**config.mk**
```make
export PLATFORM = sky130hd
export DESIGN_NAME = dphy_tx_serializer_n
export DESIGN_NICKNAME = d
export VERILOG_FILES = /design/src/rtl/dphy_tx_serializer_n.sv
export SDC_FILE = /design/constraint.sdc
export NUM_CORES = 1
export LEC_CHECK = 0
export ABC_CLOCK_PERIOD_IN_PS = 1500
export CORE_MARGIN = 4
export CORE_UTILIZATION = 35
export DETAILED_ROUTE_END_ITERATION = 6
export SLEW_MARGIN = 10
export SYNTH_ARGS = -nofsm -noshare
export SYNTH_HDL_FRONTEND = slang
export SYNTH_SLANG_ARGS = --single-unit
```
**constraint.sdc**
```tcl
create_clock -name TX_DDR_clk -period 1.5 [get_ports TX_DDR_clk]
set_input_delay 0.3 -clock TX_DDR_clk [delete_from_list [all_inputs] [get_ports TX_DDR_clk]]
set_output_delay 0.3 -clock TX_DDR_clk [all_outputs]
set_load 0.03 [all_outputs]
```
**src/rtl/dphy_tx_serializer_n.sv**
```systemverilog
// D-PHY TX HS serializer: parallel words in over valid/ready, OUT_W-bit slices
// out per clock, LSB-first or MSB-first, with a one-word hold buffer plus a
// bypass path so back-to-back words stream without idle cycles.
module dphy_tx_serializer_n #(
    parameter int unsigned DATA_W    = 8,
    parameter int unsigned OUT_W     = 2,
    parameter bit          MSB_FIRST = 1'b0
) (
    input  logic              TX_DDR_clk,
    input  logic              TX_rst,
    input  logic              Enable,
    input  logic              in_valid,
    input  logic [DATA_W-1:0] in_data,
    output logic              in_ready,
    output logic [OUT_W-1:0]  ser_out,
    output logic              ser_valid,
    output logic              byte_done,
    output logic              underrun
);

    localparam int unsigned SLOTS = DATA_W / OUT_W;
    localparam int unsigned CNT_W = (SLOTS > 1) ? $clog2(SLOTS) : 1;
    localparam logic [CNT_W-1:0] LAST_SLOT = CNT_W'(SLOTS - 1);

    typedef enum logic {
        IDLE  = 1'b0,
        SHIFT = 1'b1
    } state_t;

    state_t            state,     state_nxt;
    logic [DATA_W-1:0] shreg,     shreg_nxt;
    logic [DATA_W-1:0] hold_reg,  hold_reg_nxt;
    logic              hold_full, hold_full_nxt;
    logic [CNT_W-1:0]  slot_cnt,  slot_cnt_nxt;
    logic              underrun_nxt;

    logic              accept;
    logic              last_slot;
    logic [DATA_W-1:0] shreg_shifted;

    // Handshake and status outputs, combinational from registers and inputs
    always_comb begin
        in_ready  = Enable & ~hold_full & ~TX_rst;
        accept    = in_valid & in_ready;
        last_slot = (slot_cnt == LAST_SLOT);
        ser_valid = (state == SHIFT);
        byte_done = (state == SHIFT) & last_slot;
    end

    // Slice selection: first-transmitted bit always lands in ser_out[0]
    always_comb begin
        ser_out = '0;
        for (int unsigned i = 0; i < OUT_W; i++) begin
            if (MSB_FIRST) ser_out[i] = shreg[DATA_W-1-i];
            else           ser_out[i] = shreg[i];
        end
        if (MSB_FIRST) shreg_shifted = shreg << OUT_W;
        else           shreg_shifted = shreg >> OUT_W;
    end

    // Next-state logic: Enable low flushes; the last slice reloads from hold,
    // then from the bypass path, otherwise returns to IDLE with an underrun
    always_comb begin
        state_nxt     = state;
        shreg_nxt     = shreg;
        hold_reg_nxt  = hold_reg;
        hold_full_nxt = hold_full;
        slot_cnt_nxt  = slot_cnt;
        underrun_nxt  = 1'b0;

        if (!Enable) begin
            state_nxt     = IDLE;
            shreg_nxt     = '0;
            hold_full_nxt = 1'b0;
            slot_cnt_nxt  = '0;
        end else begin
            unique case (state)
                IDLE: begin
                    if (accept) begin
                        shreg_nxt    = in_data;
                        slot_cnt_nxt = '0;
                        state_nxt    = SHIFT;
                    end
                end
                SHIFT: begin
                    if (!last_slot) begin
                        shreg_nxt    = shreg_shifted;
                        slot_cnt_nxt = slot_cnt + CNT_W'(1);
                        if (accept) begin
                            hold_reg_nxt  = in_data;
                            hold_full_nxt = 1'b1;
                        end
                    end else if (hold_full) begin
                        shreg_nxt     = hold_reg;
                        hold_full_nxt = 1'b0;
                        slot_cnt_nxt  = '0;
                    end else if (accept) begin
                        shreg_nxt    = in_data;
                        slot_cnt_nxt = '0;
                    end else begin
                        shreg_nxt    = '0;
                        slot_cnt_nxt = '0;
                        state_nxt    = IDLE;
                        underrun_nxt = 1'b1;
                    end
                end
                default: state_nxt = IDLE;
            endcase
        end
    end

    // State register with asynchronous active-high reset
    always_ff @(posedge TX_DDR_clk or posedge TX_rst) begin
        if (TX_rst) begin
            state     <= IDLE;
            shreg     <= '0;
            hold_reg  <= '0;
            hold_full <= 1'b0;
            slot_cnt  <= '0;
            underrun  <= 1'b0;
        end else begin
            state     <= state_nxt;
            shreg     <= shreg_nxt;
            hold_reg  <= hold_reg_nxt;
            hold_full <= hold_full_nxt;
            slot_cnt  <= slot_cnt_nxt;
            underrun  <= underrun_nxt;
        end
    end

endmodule
```
==> results.sh <==
export IMPL_grt_max_degree=24
export IMPL_synth_top_cell_area_share_pct=46.61
export IMPL_overflow=0
export IMPL_ff2ff_setup_slack_ns=-0.13
export IMPL_cp_startpoint="slot_cnt[0]"
export IMPL_cts_buffers=3
export IMPL_p_switching_w=0.0003904
export IMPL_whs_ns=0.4964
export IMPL_path_cells="ha_4 -> buf_8 -> nand2_4 -> inv_1 -> buf_6"
export IMPL_critPathSlowestCell="dfrtp_1"
export IMPL_gr_usage_all_layers_pct=14.57
export IMPL_drt_wl_total_mm=2.854
export IMPL_drt_iter0_drc=86
export IMPL_drv_slew=0
export IMPL_dr_total_vias=965
export IMPL_stdcell_area_um2=1578
export IMPL_die_h_um=64.76
export IMPL_coreArea_um2=3078
export IMPL_viasPerCell=5.079
export IMPL_synth_avg_cell_area_um2=9.976
export IMPL_irDropWorstVdd_uv=323.7
export IMPL_layout_commonest_cell="dfrtp_1"
export IMPL_avgRoutedWirePerCell_um=15.02
export IMPL_clk_latency_ns=0.31
export IMPL_max_stage_delay_ns=0.44
export IMPL_antenna_found_initial=0
export IMPL_ys_top_cells_by_area="dfrtp_1 (47%), mux2_4 (11%), o32ai_1 (4.7%)"
export IMPL_syn_num_nets=126
export IMPL_combPwrFrac_pct=26.0
export IMPL_cp_arrival_ns=1.33
export IMPL_stdcell_count=190
export IMPL_yosysSeqAreaShare_pct=46.61
export IMPL_hold_path_class="in -> async"
export IMPL_dieArea_um2=4193
export IMPL_drt_drc_violations_left=0
export IMPL_reg2reg_depth=6
export IMPL_ys_ff_latch=21
export IMPL_p_sw_share_pct=29.23
export IMPL_cts_tree="built"
export IMPL_clockBufferDepth=2
export IMPL_setup_viol=11
export IMPL_die_x_um=64.76
export IMPL_grt_pass1_wl_mm=4.705
export IMPL_fin_crit_ns=1.631
export IMPL_period_share_pct=108.7
export IMPL_gp_congestion=0.7210
export IMPL_synth_largest_area_cell="dfrtp_1"
export IMPL_status="complete, but fails checks"
export IMPL_ys_warnings_count=0
export IMPL_syn_instance_count=113
export IMPL_nets=160
export IMPL_p_seq_share_pct=52.3
export IMPL_dp_cells=184
export IMPL_final_cell_mix="dfrtp_1 (21), buf_4 (16), inv_1 (11)"
export IMPL_numPortBuffers=17
export IMPL_drtAntennaViolNets=0
export IMPL_violations="setup timing"
export IMPL_drive_gt1_share_pct=34.25
export IMPL_critical_path_peak_fanout=15
export IMPL_worst_path_stages=5
export IMPL_cts_clk_slew_worst_paths_ns=0.13
export IMPL_worst_setup_path_end_kind="primary output"
export IMPL_maxCapViolations=0
export IMPL_num_fill_cells=299
export IMPL_worst_slack_ns=-0.1312
export IMPL_worst_slew_pin_slew_ns=0.3092
export IMPL_max_freq_ghz=0.6131
export IMPL_critPathLaunchType="flip-flop"
export IMPL_crit_type="reg -> out"
export IMPL_start_util_pct=36.63
export IMPL_required_ns=1.20
export IMPL_p_int_w=0.0009450
export IMPL_p_leak_nw=0.7155
export IMPL_dp_hpwl_mm=1.892
export IMPL_fin_skew_ns=0.004191
export IMPL_h_tree_depth=1
export IMPL_clockPowerShare_pct=21.7
export IMPL_power_w=0.001335
export IMPL_rows=20
export IMPL_utilization_pct=51.26
export IMPL_placed_area_um2=1439
export IMPL_crit_buf_inv=3
export IMPL_rsz0062_at_grt="yes"
export IMPL_first_pass_iters=4
export IMPL_worstReg2RegStart="slot_cnt[0]"
export IMPL_synthesis_area_um2=1127
export IMPL_grt_pass1_vias=999
export IMPL_final_hold_viol_count=0
export IMPL_synth_cell_types=28
export IMPL_power_density_nw_per_um2=846.4
export IMPL_root_buffer="clkbuf_4"
export IMPL_cts_sinks=21
export IMPL_synthToLayoutAreaGrowth_pct=39.96
export IMPL_path_delay_family="flip-flops"
export IMPL_slew_headroom_pct=79.47
export IMPL_n_antenna_cell=0
export IMPL_pin_count=18
worst reg2reg max path, cell delays in order, from the launching register on:
cell and delay (ns):
dfrtp_1 0.44, ha_4 0.18, inv_2 0.06, nand2_2 0.05, or3_4 0.34, buf_6 0.16, mux2_4 0.30
Yosys cell counts (all sizes together):
| cell | n |
|---|---|
| a21oi | 5 |
| o211ai | 4 |
| inv | 12 |
| nor2 | 3 |
| nand2 | 7 |
| and3 | 1 |
| nor3 | 2 |
| nor2b | 1 |
| a21boi | 4 |
| a211oi | 1 |
| dfrtp | 21 |
| clkbuf | 4 |
| o32ai | 6 |
| o22ai | 1 |
| nand4 | 2 |
| nand3 | 9 |
| buf | 4 |
| o21ai | 10 |
| nand3b | 2 |
| nand2b | 4 |
| mux2 | 8 |
| or3 | 1 |
| ha | 1 |
cell type report:
cell class | count | area (um^2) | share of cell area, %
timing repair buffer | 37 | 337.8 | 21.41
multi-input combinational | 72 | 586.8 | 37.19
sequential | 21 | 525.5 | 33.31
inverter | 12 | 45.04 | 2.855
clock buffer | 3 | 22.52 | 1.427
tap | 44 | 55.05 | 3.489
clock inverter | 1 | 5.005 | 0.3172
final timing paths:
path | to
setup / recovery | byte_done
max in group asynchronous | ser_valid
min in group TX_DDR_clk | hold_reg[4]
hold / removal | hold_reg[2]
hold reg to reg | hold_reg[4]
setup reg to reg | hold_reg[4]
metrics by stage:
stage / setup TNS [ns] / setup slack (ns)
2_1_floorplan: -0.8369 / -0.1046
3_3_place_gp: -4.657 / -0.3756
3_5_place_dp: -5.192 / -0.4107
4_1_cts: -1.051 / -0.1247
5_1_grt: -1.917 / -0.1763
6_report: -1.128 / -0.1312
routing by layer:
| layer | GRT usage [%] | routed length, um | up-vias | share of wire [%] |
|---|---|---|---|---|
| met1 | 18.89 | 1266 | 480 | 44 |
| met4 | 4.749 | 12 | 0 | 0.42 |
| li1 | - | - | 464 | - |
| met5 | 0 | 0 | - | 0 |
| met3 | 2.773 | 105 | 2 | 3.7 |
| met2 | 24.27 | 1470 | 19 | 52 |
cell families (layout without fill, tap and decap cells):
logic type | Yosys count | in the layout | share of synthesized area [%]
AND/OR/NAND/NOR | 32 | 32 | 15.65
AO/OA/AOI/OAI | 31 | 31 | 17.87
adder cells (fa/ha/maj) | 1 | 1 | 1.110
buffers and inverters | 20 | 53 | 8.101
flip-flops | 21 | 21 | 46.61
multiplexers | 8 | 8 | 10.66
repair_timing:
item                       CTS  global route
hold endpoints to repair     0             0
gates resized for setup     15            10
setup endpoints to repair   13            16
pin swaps                    2             6
hold buffers                 0             0
buffers inserted             1             1
power groups by stage:
stage	combinational [W]	clock, W	sequential (W)
6_report	0.000347	0.000289	0.000699
5_1_grt	0.000377	0.000321	0.000711
4_1_cts	0.000327	0.000293	0.000698
3_5_place_dp	0.000322	0	0.000706
3_3_place_gp	0.000313	0	0.000705
2_1_floorplan	0.000204	0	0.000698
(Power assumes the default switching activity.)
